File: config.mk
export PLATFORM = sky130hd
export DESIGN_NAME = ux607_pwm_gen2_core
export DESIGN_NICKNAME = d
export VERILOG_FILES = /design/src/rtl/ux607_pwm_gen2_core.sv
export SDC_FILE = /design/constraint.sdc
export NUM_CORES = 1
export LEC_CHECK = 0
export BUFFER_PORTS_ARGS = -buffer_cell sky130_fd_sc_hd__buf_2
export CORE_MARGIN = 4
export CORE_UTILIZATION = 49
export CTS_BUF_LIST = sky130_fd_sc_hd__clkbuf_4 sky130_fd_sc_hd__clkbuf_8 sky130_fd_sc_hd__clkbuf_16
export DETAILED_ROUTE_END_ITERATION = 10
export PLACE_DENSITY = 0.8
export SLEW_MARGIN = 20
export SYNTH_ARGS = -nofsm -noshare
export SYNTH_HDL_FRONTEND = slang
export SYNTH_SLANG_ARGS = --single-unit
export TNS_END_PERCENT = 1
File: constraint.sdc
create_clock -name clock -period 4.4 [get_ports clock]
set_clock_uncertainty 0.15 [all_clocks]
set_input_delay 0.44 -clock clock [delete_from_list [all_inputs] [get_ports clock]]
set_output_delay 0.44 -clock clock [all_outputs]
set_load 0.05 [all_outputs]
File: src/rtl/ux607_pwm_gen2_core.sv
// Parametrised PWM core: NCH compare channels with shadowed compare registers,
// output polarity inversion and a sticky period-wrap flag behind a valid/bits/read register bus.
module ux607_pwm_gen2_core #(
  parameter int NCH   = 4,
  parameter int CMP_W = 16,
  parameter int CNT_W = 31
) (
  input  logic                   clock,
  input  logic                   reset,
  input  logic                   io_regs_cfg_write_valid,
  input  logic [31:0]            io_regs_cfg_write_bits,
  output logic [31:0]            io_regs_cfg_read,
  input  logic                   io_regs_count_write_valid,
  input  logic [31:0]            io_regs_count_write_bits,
  output logic [31:0]            io_regs_count_read,
  output logic [CMP_W-1:0]       io_regs_s_read,
  input  logic [NCH-1:0]         io_regs_cmp_write_valid,
  input  logic [NCH*CMP_W-1:0]   io_regs_cmp_write_bits,
  output logic [NCH*CMP_W-1:0]   io_regs_cmp_read,
  input  logic                   io_regs_center_write_valid,
  input  logic [NCH-1:0]         io_regs_center_write_bits,
  output logic [NCH-1:0]         io_regs_center_read,
  input  logic                   io_regs_gang_write_valid,
  input  logic [NCH-1:0]         io_regs_gang_write_bits,
  output logic [NCH-1:0]         io_regs_gang_read,
  input  logic                   io_regs_invert_write_valid,
  input  logic [NCH-1:0]         io_regs_invert_write_bits,
  output logic [NCH-1:0]         io_regs_invert_read,
  input  logic                   io_regs_ip_write_valid,
  input  logic [NCH-1:0]         io_regs_ip_write_bits,
  output logic [NCH-1:0]         io_regs_ip_read,
  output logic [NCH-1:0]         io_ip,
  output logic [NCH-1:0]         io_gpio,
  output logic                   io_wrap
);

  logic [3:0]       scale_r;
  logic             sticky_r, zerocmp_r, deglitch_r, cmpsync_r, enalways_r, oneshot_r, wrap_r, dg_r;
  logic [CNT_W-1:0] count_r;
  logic [CMP_W-1:0] shadow_r [NCH];
  logic [CMP_W-1:0] act_r [NCH];
  logic [NCH-1:0]   center_r, gang_r, invert_r, ip_r;

  logic             count_en_s, feed_s, count_reset_s;
  logic [CNT_W-1:0] shifted_s, low_mask_s;
  logic [31:0]      mask_shift_s;
  logic [CMP_W-1:0] s_s;
  logic [CMP_W-1:0] sel_s [NCH];
  logic [NCH-1:0]   elapsed_s, ip_hw_s;
  logic             unused_s;

  assign unused_s = ^{io_regs_cfg_write_bits[30:14], io_regs_cfg_write_bits[7:4],
                      (io_regs_count_write_bits >> CNT_W), (shifted_s >> CMP_W)};

  // Scaled count and carry-out of the scaled window (period end)
  always_comb begin
    count_en_s    = enalways_r | oneshot_r;
    shifted_s     = count_r >> scale_r;
    s_s           = shifted_s[CMP_W-1:0];
    mask_shift_s  = 32'(CNT_W - CMP_W) - {28'd0, scale_r};
    low_mask_s    = {CNT_W{1'b1}} >> mask_shift_s;
    feed_s        = count_en_s & ((count_r & low_mask_s) == low_mask_s);
    count_reset_s = feed_s | (zerocmp_r & elapsed_s[0]);
  end

  // Per-channel compare, with center-aligned channels folding s about mid-range
  always_comb begin
    elapsed_s = '0;
    ip_hw_s   = '0;
    for (int i = 0; i < NCH; i++) begin
      if (center_r[i] & s_s[CMP_W-1]) begin
        sel_s[i] = ~s_s;
      end else begin
        sel_s[i] = s_s;
      end
      elapsed_s[i] = (sel_s[i] >= act_r[i]);
      if (center_r[i]) begin
        ip_hw_s[i] = elapsed_s[i];
      end else begin
        ip_hw_s[i] = elapsed_s[i] | (dg_r & ip_r[i]);
      end
    end
  end

  // Outputs and register read-back
  always_comb begin
    io_gpio          = '0;
    io_regs_cmp_read = '0;
    for (int i = 0; i < NCH; i++) begin
      io_gpio[i] = (ip_r[i] & ~(gang_r[i] & ip_r[(i + 1) % NCH])) ^ invert_r[i];
      io_regs_cmp_read[i*CMP_W +: CMP_W] = shadow_r[i];
    end
  end

  assign io_regs_cfg_read    = {wrap_r, 17'd0, oneshot_r, enalways_r, cmpsync_r, deglitch_r,
                                zerocmp_r, sticky_r, 4'd0, scale_r};
  assign io_regs_count_read  = 32'(count_r);
  assign io_regs_s_read      = s_s;
  assign io_regs_center_read = center_r;
  assign io_regs_gang_read   = gang_r;
  assign io_regs_invert_read = invert_r;
  assign io_regs_ip_read     = ip_r;
  assign io_ip               = ip_r;
  assign io_wrap             = wrap_r;

  // Configuration, one-shot, wrap flag and deglitch state
  always_ff @(posedge clock or negedge reset) begin
    if (!reset) begin
      scale_r    <= 4'd0;
      sticky_r   <= 1'b0;
      zerocmp_r  <= 1'b0;
      deglitch_r <= 1'b0;
      cmpsync_r  <= 1'b0;
      enalways_r <= 1'b0;
      oneshot_r  <= 1'b0;
      wrap_r     <= 1'b0;
      dg_r       <= 1'b0;
    end else begin
      if (io_regs_cfg_write_valid) begin
        scale_r    <= io_regs_cfg_write_bits[3:0];
        sticky_r   <= io_regs_cfg_write_bits[8];
        zerocmp_r  <= io_regs_cfg_write_bits[9];
        deglitch_r <= io_regs_cfg_write_bits[10];
        cmpsync_r  <= io_regs_cfg_write_bits[11];
        enalways_r <= io_regs_cfg_write_bits[12];
      end
      // A period end always disarms the one-shot, even against a concurrent cfg write
      if (io_regs_cfg_write_valid | count_reset_s) begin
        oneshot_r <= io_regs_cfg_write_bits[13] & ~count_reset_s;
      end
      if (count_reset_s) begin
        wrap_r <= 1'b1;
      end else if (io_regs_cfg_write_valid & io_regs_cfg_write_bits[31]) begin
        wrap_r <= 1'b0;
      end
      dg_r <= (deglitch_r & ~count_reset_s) | sticky_r;
    end
  end

  // Raw counter
  always_ff @(posedge clock or negedge reset) begin
    if (!reset) begin
      count_r <= '0;
    end else if (count_reset_s) begin
      count_r <= '0;
    end else if (io_regs_count_write_valid) begin
      count_r <= io_regs_count_write_bits[CNT_W-1:0];
    end else begin
      count_r <= count_r + CNT_W'(count_en_s);
    end
  end

  // Shadow and active compare registers
  always_ff @(posedge clock or negedge reset) begin
    if (!reset) begin
      for (int i = 0; i < NCH; i++) begin
        shadow_r[i] <= '0;
        act_r[i]    <= '0;
      end
    end else begin
      for (int i = 0; i < NCH; i++) begin
        if (io_regs_cmp_write_valid[i]) begin
          shadow_r[i] <= io_regs_cmp_write_bits[i*CMP_W +: CMP_W];
        end
        if (cmpsync_r & count_reset_s) begin
          act_r[i] <= io_regs_cmp_write_valid[i] ? io_regs_cmp_write_bits[i*CMP_W +: CMP_W]
                                                 : shadow_r[i];
        end else if (~cmpsync_r & io_regs_cmp_write_valid[i]) begin
          act_r[i] <= io_regs_cmp_write_bits[i*CMP_W +: CMP_W];
        end
      end
    end
  end

  // Channel control registers and pending bits; software writes beat hardware updates
  always_ff @(posedge clock or negedge reset) begin
    if (!reset) begin
      center_r <= '0;
      gang_r   <= '0;
      invert_r <= '0;
      ip_r     <= '0;
    end else begin
      if (io_regs_center_write_valid) center_r <= io_regs_center_write_bits;
      if (io_regs_gang_write_valid)   gang_r   <= io_regs_gang_write_bits;
      if (io_regs_invert_write_valid) invert_r <= io_regs_invert_write_bits;
      ip_r <= io_regs_ip_write_valid ? io_regs_ip_write_bits : ip_hw_s;
    end
  end

endmodule
==> results of run 1 <==
==> synthesized netlist by cell type (all sizes together), types with 27 or more instances <==
| library cell | instances |
|---|---|
| mux2 | 72 |
| mux2i | 40 |
| nand2b | 27 |
| xor2 | 68 |
| clkbuf | 37 |
| dfrtp | 187 |
| a221o | 29 |
| o21ai | 65 |
| a21oi | 73 |
| nand2 | 86 |
| and2 | 31 |
| ha | 66 |
| nor2 | 84 |
| buf | 71 |
| inv | 106 |
| nand3 | 54 |
==> cell usage in the layout, fill, tap and decap left out, types with 5 or more instances in the layout <==
master and instances:
sky130_fd_sc_hd__buf_2 279, sky130_fd_sc_hd__dfrtp_1 178, sky130_fd_sc_hd__inv_1 104, sky130_fd_sc_hd__nor2_1 82, sky130_fd_sc_hd__nand2_1 79, sky130_fd_sc_hd__mux2_2 71
sky130_fd_sc_hd__buf_4 68, sky130_fd_sc_hd__a21oi_1 67, sky130_fd_sc_hd__ha_1 66, sky130_fd_sc_hd__xor2_1 65, sky130_fd_sc_hd__nand3_1 53, sky130_fd_sc_hd__o21ai_0 52
sky130_fd_sc_hd__mux2i_1 30, sky130_fd_sc_hd__a221o_1 29, sky130_fd_sc_hd__and2_1 27, sky130_fd_sc_hd__nand2b_1 27, sky130_fd_sc_hd__xnor2_1 24, sky130_fd_sc_hd__o22ai_1 23
sky130_fd_sc_hd__conb_1 22, sky130_fd_sc_hd__nor3_1 21, sky130_fd_sc_hd__a31oi_1 20, sky130_fd_sc_hd__clkbuf_16 17, sky130_fd_sc_hd__nand4_1 13, sky130_fd_sc_hd__mux4_2 11
sky130_fd_sc_hd__a21o_1 10, sky130_fd_sc_hd__buf_6 9, sky130_fd_sc_hd__dfrtp_2 9, sky130_fd_sc_hd__o21ai_1 8, sky130_fd_sc_hd__nor2b_1 8, sky130_fd_sc_hd__a21oi_2 6
sky130_fd_sc_hd__a211oi_1 6, sky130_fd_sc_hd__o211ai_1 6, sky130_fd_sc_hd__nand2_2 5, sky130_fd_sc_hd__mux2i_2 5, sky130_fd_sc_hd__mux2i_4 5, sky130_fd_sc_hd__and3_1 5
sky130_fd_sc_hd__a222oi_1 5, sky130_fd_sc_hd__inv_6 5
==> stage by stage <==
| stage | worst slack (ns) | setup TNS (ns) | utilization [%] | hold slack [ns] |
|---|---|---|---|---|
| finish | 0.0666 | 0 | 61.5 | 0.0543 |
| global route | -0.0673 | -1.58 | 61.5 | 0.0507 |
| CTS | 0.0106 | 0 | 60.4 | 0.0432 |
| detailed placement | -0.313 | -11.87 | 57.6 | 0.343 |
| global placement | -0.0992 | -2.82 | 57.6 | 0.322 |
| floorplan | 0.000830 | 0 | - | -0.00559 |
==> area by class of cell <==
type | count | area, µm²
Clock buffer | 18 | 439
Clock inverter | 13 | 134
Antenna cell | 1 | 2.50
Timing Repair Buffer | 363 | 2140
Multi-Input combinational cell | 905 | 6740
Fill cell | 1993 | 9350
Inverter | 108 | 409
Sequential cell | 187 | 4690
Tap cell | 324 | 405
==> path summary, 6_finish.rpt <==
check	from	to	slack, ns	cells past startpoint
max reg2reg	scale_r[0]	act_r[57]	0.07	17
min reg2reg	io_wrap	io_wrap	0.36	2
min in group asynchronous	reset	count_r[6]	0.46	2
min	io_regs_center_write_bits[3]	io_regs_center_read[3]	0.05	3
max in group asynchronous	reset	act_r[55]	2.68	3
max	scale_r[0]	act_r[57]	0.07	17
==> logic make-up after synthesis <==
family                     share of synthesized area (%)
xor gates and xnor gates                            6.63
DFF                                                 38.5
adders and majority gates                           6.80
AOI/OAI and AO/OA                                   13.9
buffers and inverters                               8.18
other                                             0.0309
and+or+nand+nor                                     13.7
muxes                                               12.2
==> flip-flops by register name, summed over array words and instances, names as in the netlist <==
name,flops
io_ip,4
zerocmp_r,1
deglitch_r,1
act_r,64
scale_r,4
count_r,31
sticky_r,1
io_regs_center_read,4
oneshot_r,1
io_regs_invert_read,4
enalways_r,1
io_regs_cmp_read,64
io_wrap,1
cmpsync_r,1
io_regs_gang_read,4
dg_r,1
==> repair_timing <==
item	in CTS	in global routing
pin swaps	4	17
endpoints found under the setup margin	61	90
gates cloned	1	1
hold buffers	1	0
resized for setup	5	46
hold endpoints to repair	5	0
buffers inserted	5	12
==> worst register-to-register path, delay by kind of cell (launching register included) <==
kind	cells	cell delay [ns]
mux	2	0.43
compound gates	5	1.28
buf+inv	3	0.49
xor+xnor	1	0.10
fa+ha+maj	1	0.32
simple gates	5	0.93
flops	1	0.53
==> power groups by stage <==
stage               Clock [mW]  Sequential (mW)  Combinational, mW
floorplan                    0             3.39               3.54
finish                    1.54             2.69               6.32
CTS                       1.56             2.68               6.09
global placement             0             2.68               5.78
global route              1.64             2.76               6.84
detailed placement           0             2.71               5.94
==> layer usage <==
layer / GRT usage [%] / wire length, µm
met1: 33.5 / 14700
met2: 43.4 / 18000
met3: 4.74 / 2450
met4: 10.9 / 1550
met5: 0 / 27
==> results.md, run 1 <==
* Run status: finished clean
* Die Ht at 165 µm
* CTS tree: yes
* Hold Crit Class: in -> reg
* Internal power contribution at 5.39 mW
* Pins over their slew limit at 0
* Critical path data required time at 4.57 ns
* Clock Latency Late Sink at 0.44 ns
* Kind of cell adding the most delay to the critical path: compound AO/OA/AOI/OAI gates
* Synthesized area per cell at 9.44 µm²
* Number of antenna violations at the first check in global routing at 3
* Critical path data arrival time at 4.50 ns
* Non-filler instance count after layout at 1919
* Post-synth ARST share at 100%
* Area fraction of the dominant cell type after synthesis at 38.5%
* Weighted congestion at the end of routability-driven global placement at 0.892
* Post-DRT Antenna Nets at 0
* Share of synthesized area occupied by flip-flops and latches at 38.5%
* Number of search-and-repair iterations in the first detailed-routing pass at 5
* Setup Viol. Count Final at 0
* Mapped Cells at 1287
* Total global routing track utilization at 26.1%
* Fraction of final layout cells with drive strength greater than 1 at 33.6%
* Sink count of the clock tree at 187
* Total routed wirelength at 36.7 mm
* Startpoint class of the critical path: register
* Count of maximum capacitance violations at 0
* Combinational share of power at 59.9%
* Worst supply voltage drop on vdd at 365 µV
* Full die area at 27400 µm²
* Number of flops mapped to enable cells by yosys at 0
* Relative contribution of the clock network to total power at 14.6%
* Switching component of the power at 5.17 mW
* Top Ports at 325
* First-pass GRT wire length at 55.4 mm
* Wire per inst at 19.1 µm
* Initial core utilization at 49.9%
* Placed instance count at 1867
* Non-Filler Cell Area, Final at 15000 µm²
* Transition at the pin with the smallest max-transition slack at 0.949 ns
* Type of element capturing the critical path: register
* Total power divided by cell area at 705 nW/µm²
* Clock slew at the register clock pins of the worst setup and hold paths at 0.07 ns
* Critical Path Most Common Cell: sky130_fd_sc_hd__buf_6
* Post-DP Area at 14000 µm²
* Headroom to the max-slew limit at 36.8%
* Buffering stage count on the worst path with inverters included at 3
* Top FF cell, synth: sky130_fd_sc_hd__dfrtp_1
* Site Rows at 57
* TritonCTS buffer count at 17
* HPWL Detailed at 27.1 mm
* Number of I/O port buffers at 280
* Standard cell with the maximum stage delay on the critical path: sky130_fd_sc_hd__dfrtp_2
* Cell-by-cell listing of the critical path: buf_6, buf_4, mux2i_2, nand2_1, nand3_1, a21bo_2, o21ai_2, xor2_1, ha_1, nand4_1, nor4_2, a32oi_2, a21boi_4, or2_4, mux2i_4, buf_6, a221o_1
* Post-route minimum period at 4.33 ns
* Vias in the first global route at 10500
* Vias at 10800
* Flop pwr share at 25.5%
* Clock root buffer: sky130_fd_sc_hd__clkbuf_16
* Die outline width at 165 µm
* Count of different cell masters after synthesis at 64
* Cells taking the most area after synthesis: sky130_fd_sc_hd__dfrtp_1 39%, sky130_fd_sc_hd__ha_1 6.8%, sky130_fd_sc_hd__mux2_2 6.7%
* Post-synthesis cell type with the largest combined area: sky130_fd_sc_hd__dfrtp_1
* Switching part of the total power at 48.9%
* Category of the most critical setup path: reg -> reg
* Via density at 5.63
* Residual DRC count at 0
* Maximum number of pins on one net before global-route repair at 107
* Biggest cell delay along the critical path at 0.53 ns
* Yosys reg bits at 187
* Final Cycle Share at 98.5%
* Leakage power at 7.22 nW
* Area of the core at 24300 µm²
* Depth of the CTS H-tree at 4
* Hold Violations, Final at 0
* Total congestion overflow after global routing at 0
* Design Power at 10.6 mW
* Synth-to-layout area growth at 23.2%
* Final Net Count at 1804
* Initial DRC count at 953
* Yosys warnings at 0
* Largest buffer count on any clock path at 2
* Achievable frequency at 231 MHz
* Combined area of all synthesized cells at 12100 µm²
* RSZ-0062 raised after global routing: true
* Crit path max fanout at 7
(Power assumes the default switching activity.)
==> run 2, diff against run 1 <==
CORE_UTILIZATION = 54   (was 49)
PLACE_DENSITY = 0.84   (was 0.8)
clock period = 4.6 ns   (was 4.4 ns; I/O delays follow)
==> run 2 against run 1 <==
Count of clock-buffer cells in the layout increased by 2. Critical path depth unchanged. Fmax decreased by 5.0%. Utilization increased by 4.7 points. Final cell count decreased by 3.4%. Combinational power decreased by 9.0%. Critical endpoint is now act_r[45].
==> results.md, run 2 (synthesis gave the netlist of run 1 again) <==
* Wire per inst at 19.4 µm (+1.1%)
* Clock slew at the register clock pins of the worst setup and hold paths at 0.07 ns (about the same)
* Category of the most critical setup path: reg -> reg
* Largest buffer count on any clock path at 2 (unchanged)
* Type of element capturing the critical path: register
* Count of maximum capacitance violations at 0 (unchanged)
* Initial core utilization at 55.3% (+5.4 points)
* Total congestion overflow after global routing at 0 (unchanged)
* Headroom to the max-slew limit at 26.1% (-11 points)
* HPWL Detailed at 26.5 mm (-2.1%)
* Residual DRC count at 0 (unchanged)
* Depth of the CTS H-tree at 4 (unchanged)
* Synth-to-layout area growth at 19.7%
* TritonCTS buffer count at 17 (unchanged)
* Number of I/O port buffers at 280 (unchanged)
* Sink count of the clock tree at 187 (unchanged)
* Tightest hold margin at 0.0305 ns (-0.0238 ns)
* Number of search-and-repair iterations in the first detailed-routing pass at 9 (+4)
* Top Ports at 325 (unchanged)
* Crit path max fanout at 26 (+19)
* Design Power at 9.89 mW (-6.3%)
* Achievable frequency at 219 MHz (-5.0%)
* Leakage power at 7.10 nW (-1.6%)
* Pins over their slew limit at 0 (unchanged)
* Die outline width at 158 µm (-4.5%)
* Weighted congestion at the end of routability-driven global placement at 0.955 (+7.1%)
* Vias in the first global route at 10600 (+0.91%)
* Critical Path Most Common Cell: sky130_fd_sc_hd__buf_4
* Number of antenna violations at the first check in global routing at 2 (-1)
* Kind of cell adding the most delay to the critical path: simple AND/OR/NAND/NOR gates
* Critical path data arrival time at 4.69 ns (+0.19 ns)
* Buffering stage count on the worst path with inverters included at 3 (unchanged)
* Via density at 5.81 (+3.3%)
* Clock Latency Late Sink at 0.45 ns (about the same)
* First-pass GRT wire length at 54.9 mm (-0.88%)
* Setup Slack @ Placement at -0.0752 ns (+0.238 ns)
* Worst supply voltage drop on vdd at 379 µV (+3.7%)
* Hold Violations, Final at 0 (unchanged)
* Startpoint class of the critical path: register
* Commonest cells after routing, fill and taps aside: 279 x sky130_fd_sc_hd__buf_2, 184 x sky130_fd_sc_hd__dfrtp_1, 105 x sky130_fd_sc_hd__inv_1
* Area of the core at 22000 µm² (-9.7%)
* Die Ht at 158 µm (-4.5%)
* RSZ-0062 raised after global routing: true
* Launch point of the critical path: scale_r[0]
* Most common library cell in the layout ignoring fill and taps: sky130_fd_sc_hd__buf_2
* Total power divided by cell area at 680 nW/µm² (-3.5%)
* Hold Crit Class: in -> async
* Initial DRC count at 933 (-2.1%)
* Final worst setup slack at 0.0376 ns (-0.0290 ns)
* Standard cell with the maximum stage delay on the critical path: sky130_fd_sc_hd__nor3_1
* Post-DRT Antenna Nets at 0 (unchanged)
* Maximum number of pins on one net before global-route repair at 122 (+14%)
* Final Net Count at 1780 (-1.3%)
* Final Cycle Share at 99.2% (+0.70 points)
* Clock root buffer: sky130_fd_sc_hd__clkbuf_16
* Transition at the pin with the smallest max-transition slack at 1.10 ns (+0.156 ns)
* Total routed wirelength at 35.9 mm (-2.4%)
* Quantity of hold-fixing buffers added after cts at 0 (-1)
* Biggest cell delay along the critical path at 0.49 ns (-0.04 ns)
* Vias at 10800 (-0.25%)
* Total global routing track utilization at 27.9% (+1.8 points)
* Cell-by-cell listing of the critical path: buf_12, buf_4, mux2i_2, nand2_1, nand3_1, a21bo_2, o21ai_2, xor2_1, ha_1, nand4_1, nor4_2, a32oi_2, a21boi_2, nor2_2, buf_4, nor3_1, a222oi_1
* R2r startpoint: scale_r[0]
* Share of the core filled with cells in the final layout at 66.2% (+4.7 points)
* Full die area at 25000 µm² (-8.8%)
* Post-route minimum period at 4.56 ns (+0.229 ns)
* Fraction of final layout cells with drive strength greater than 1 at 30.9% (-2.7 points)
* Setup Viol. Count Final at 0 (unchanged)
* Site Rows at 54 (-5.3%)
* Run status: finished clean
* Critical path data required time at 4.73 ns (+0.16 ns)
* CTS tree: yes
## run 2: cell types whose count changed in the layout (fill, tap and decap cells not counted), moves of 3 or more
cell | before | now
sky130_fd_sc_hd__a21oi_1 | 67 | 71
sky130_fd_sc_hd__a21oi_2 | 6 | 2
sky130_fd_sc_hd__buf_4 | 68 | 55
sky130_fd_sc_hd__buf_6 | 9 | 2
sky130_fd_sc_hd__clkinvlp_4 | 3 | 0
sky130_fd_sc_hd__dfrtp_1 | 178 | 184
sky130_fd_sc_hd__dfrtp_2 | 9 | 3
sky130_fd_sc_hd__inv_6 | 5 | 8
sky130_fd_sc_hd__mux2i_1 | 30 | 36
sky130_fd_sc_hd__mux2i_2 | 5 | 1
sky130_fd_sc_hd__nand2_1 | 79 | 82
sky130_fd_sc_hd__xor2_1 | 65 | 68
sky130_fd_sc_hd__xor2_2 | 3 | 0
## run 2: routing by layer
metal  vias up  routed length [µm]  part of all wire [%]  global-route usage [%]
met4         0                1260                   3.5                    10.7
li1       4990                   -                     -                       -
met5         -                   0                     0                       0
met1      5178               14300                    40                    36.4
met3        82                2660                   7.4                    4.51
met2       519               17600                    49                    46.9
## run 2: worst paths after layout
| kind | end | slack, ns | cells past startpoint |
|---|---|---|---|
| worst min register to register | io_wrap | 0.35 | 2 |
| worst max-delay path | act_r[45] | 0.04 | 17 |
| min in group clock | io_ip[0] | 0.07 | 2 |
| worst min-delay path | count_r[13] | 0.03 | 1 |
| worst max register to register | act_r[45] | 0.04 | 17 |
| max in group asynchronous | io_regs_cmp_read[20] | 3.13 | 2 |
## run 2: through the flow
stage	cell area, µm²	instances	setup TNS, ns
final	14500	1853	0
after global routing	14500	1853	-3.87
after CTS	14500	1845	0
after detailed placement	13800	1813	-0.350
after global placement	13800	1813	0
after floorplan	12200	1308	0
## run 2: what timing repair did
| action | CTS | global route |
|---|---|---|
| pin swaps | 0 | 3 |
| gates resized for setup | 7 | 6 |
| endpoints found under the setup margin | 34 | 89 |
| setup buffers | 0 | 6 |
## run 2: cell type report
| class | instances | area (µm²) |
|---|---|---|
| antenna | 2 | 5.00 |
| clock buffer | 20 | 460 |
| clock inverter | 12 | 146 |
| fill | 1741 | 7420 |
| inverter | 108 | 407 |
| multi-input combinational | 905 | 6600 |
| sequential | 187 | 4680 |
| tap | 280 | 350 |
| timing repair buffer | 339 | 1890 |
## run 2: power breakdown
group          internal, mW  switching [mW]  leakage, nW  total [mW]
clock network         0.855           0.708        0.303        1.56
registers              2.14           0.432         2.24        2.57
logic                  2.03            3.72         4.56        5.75
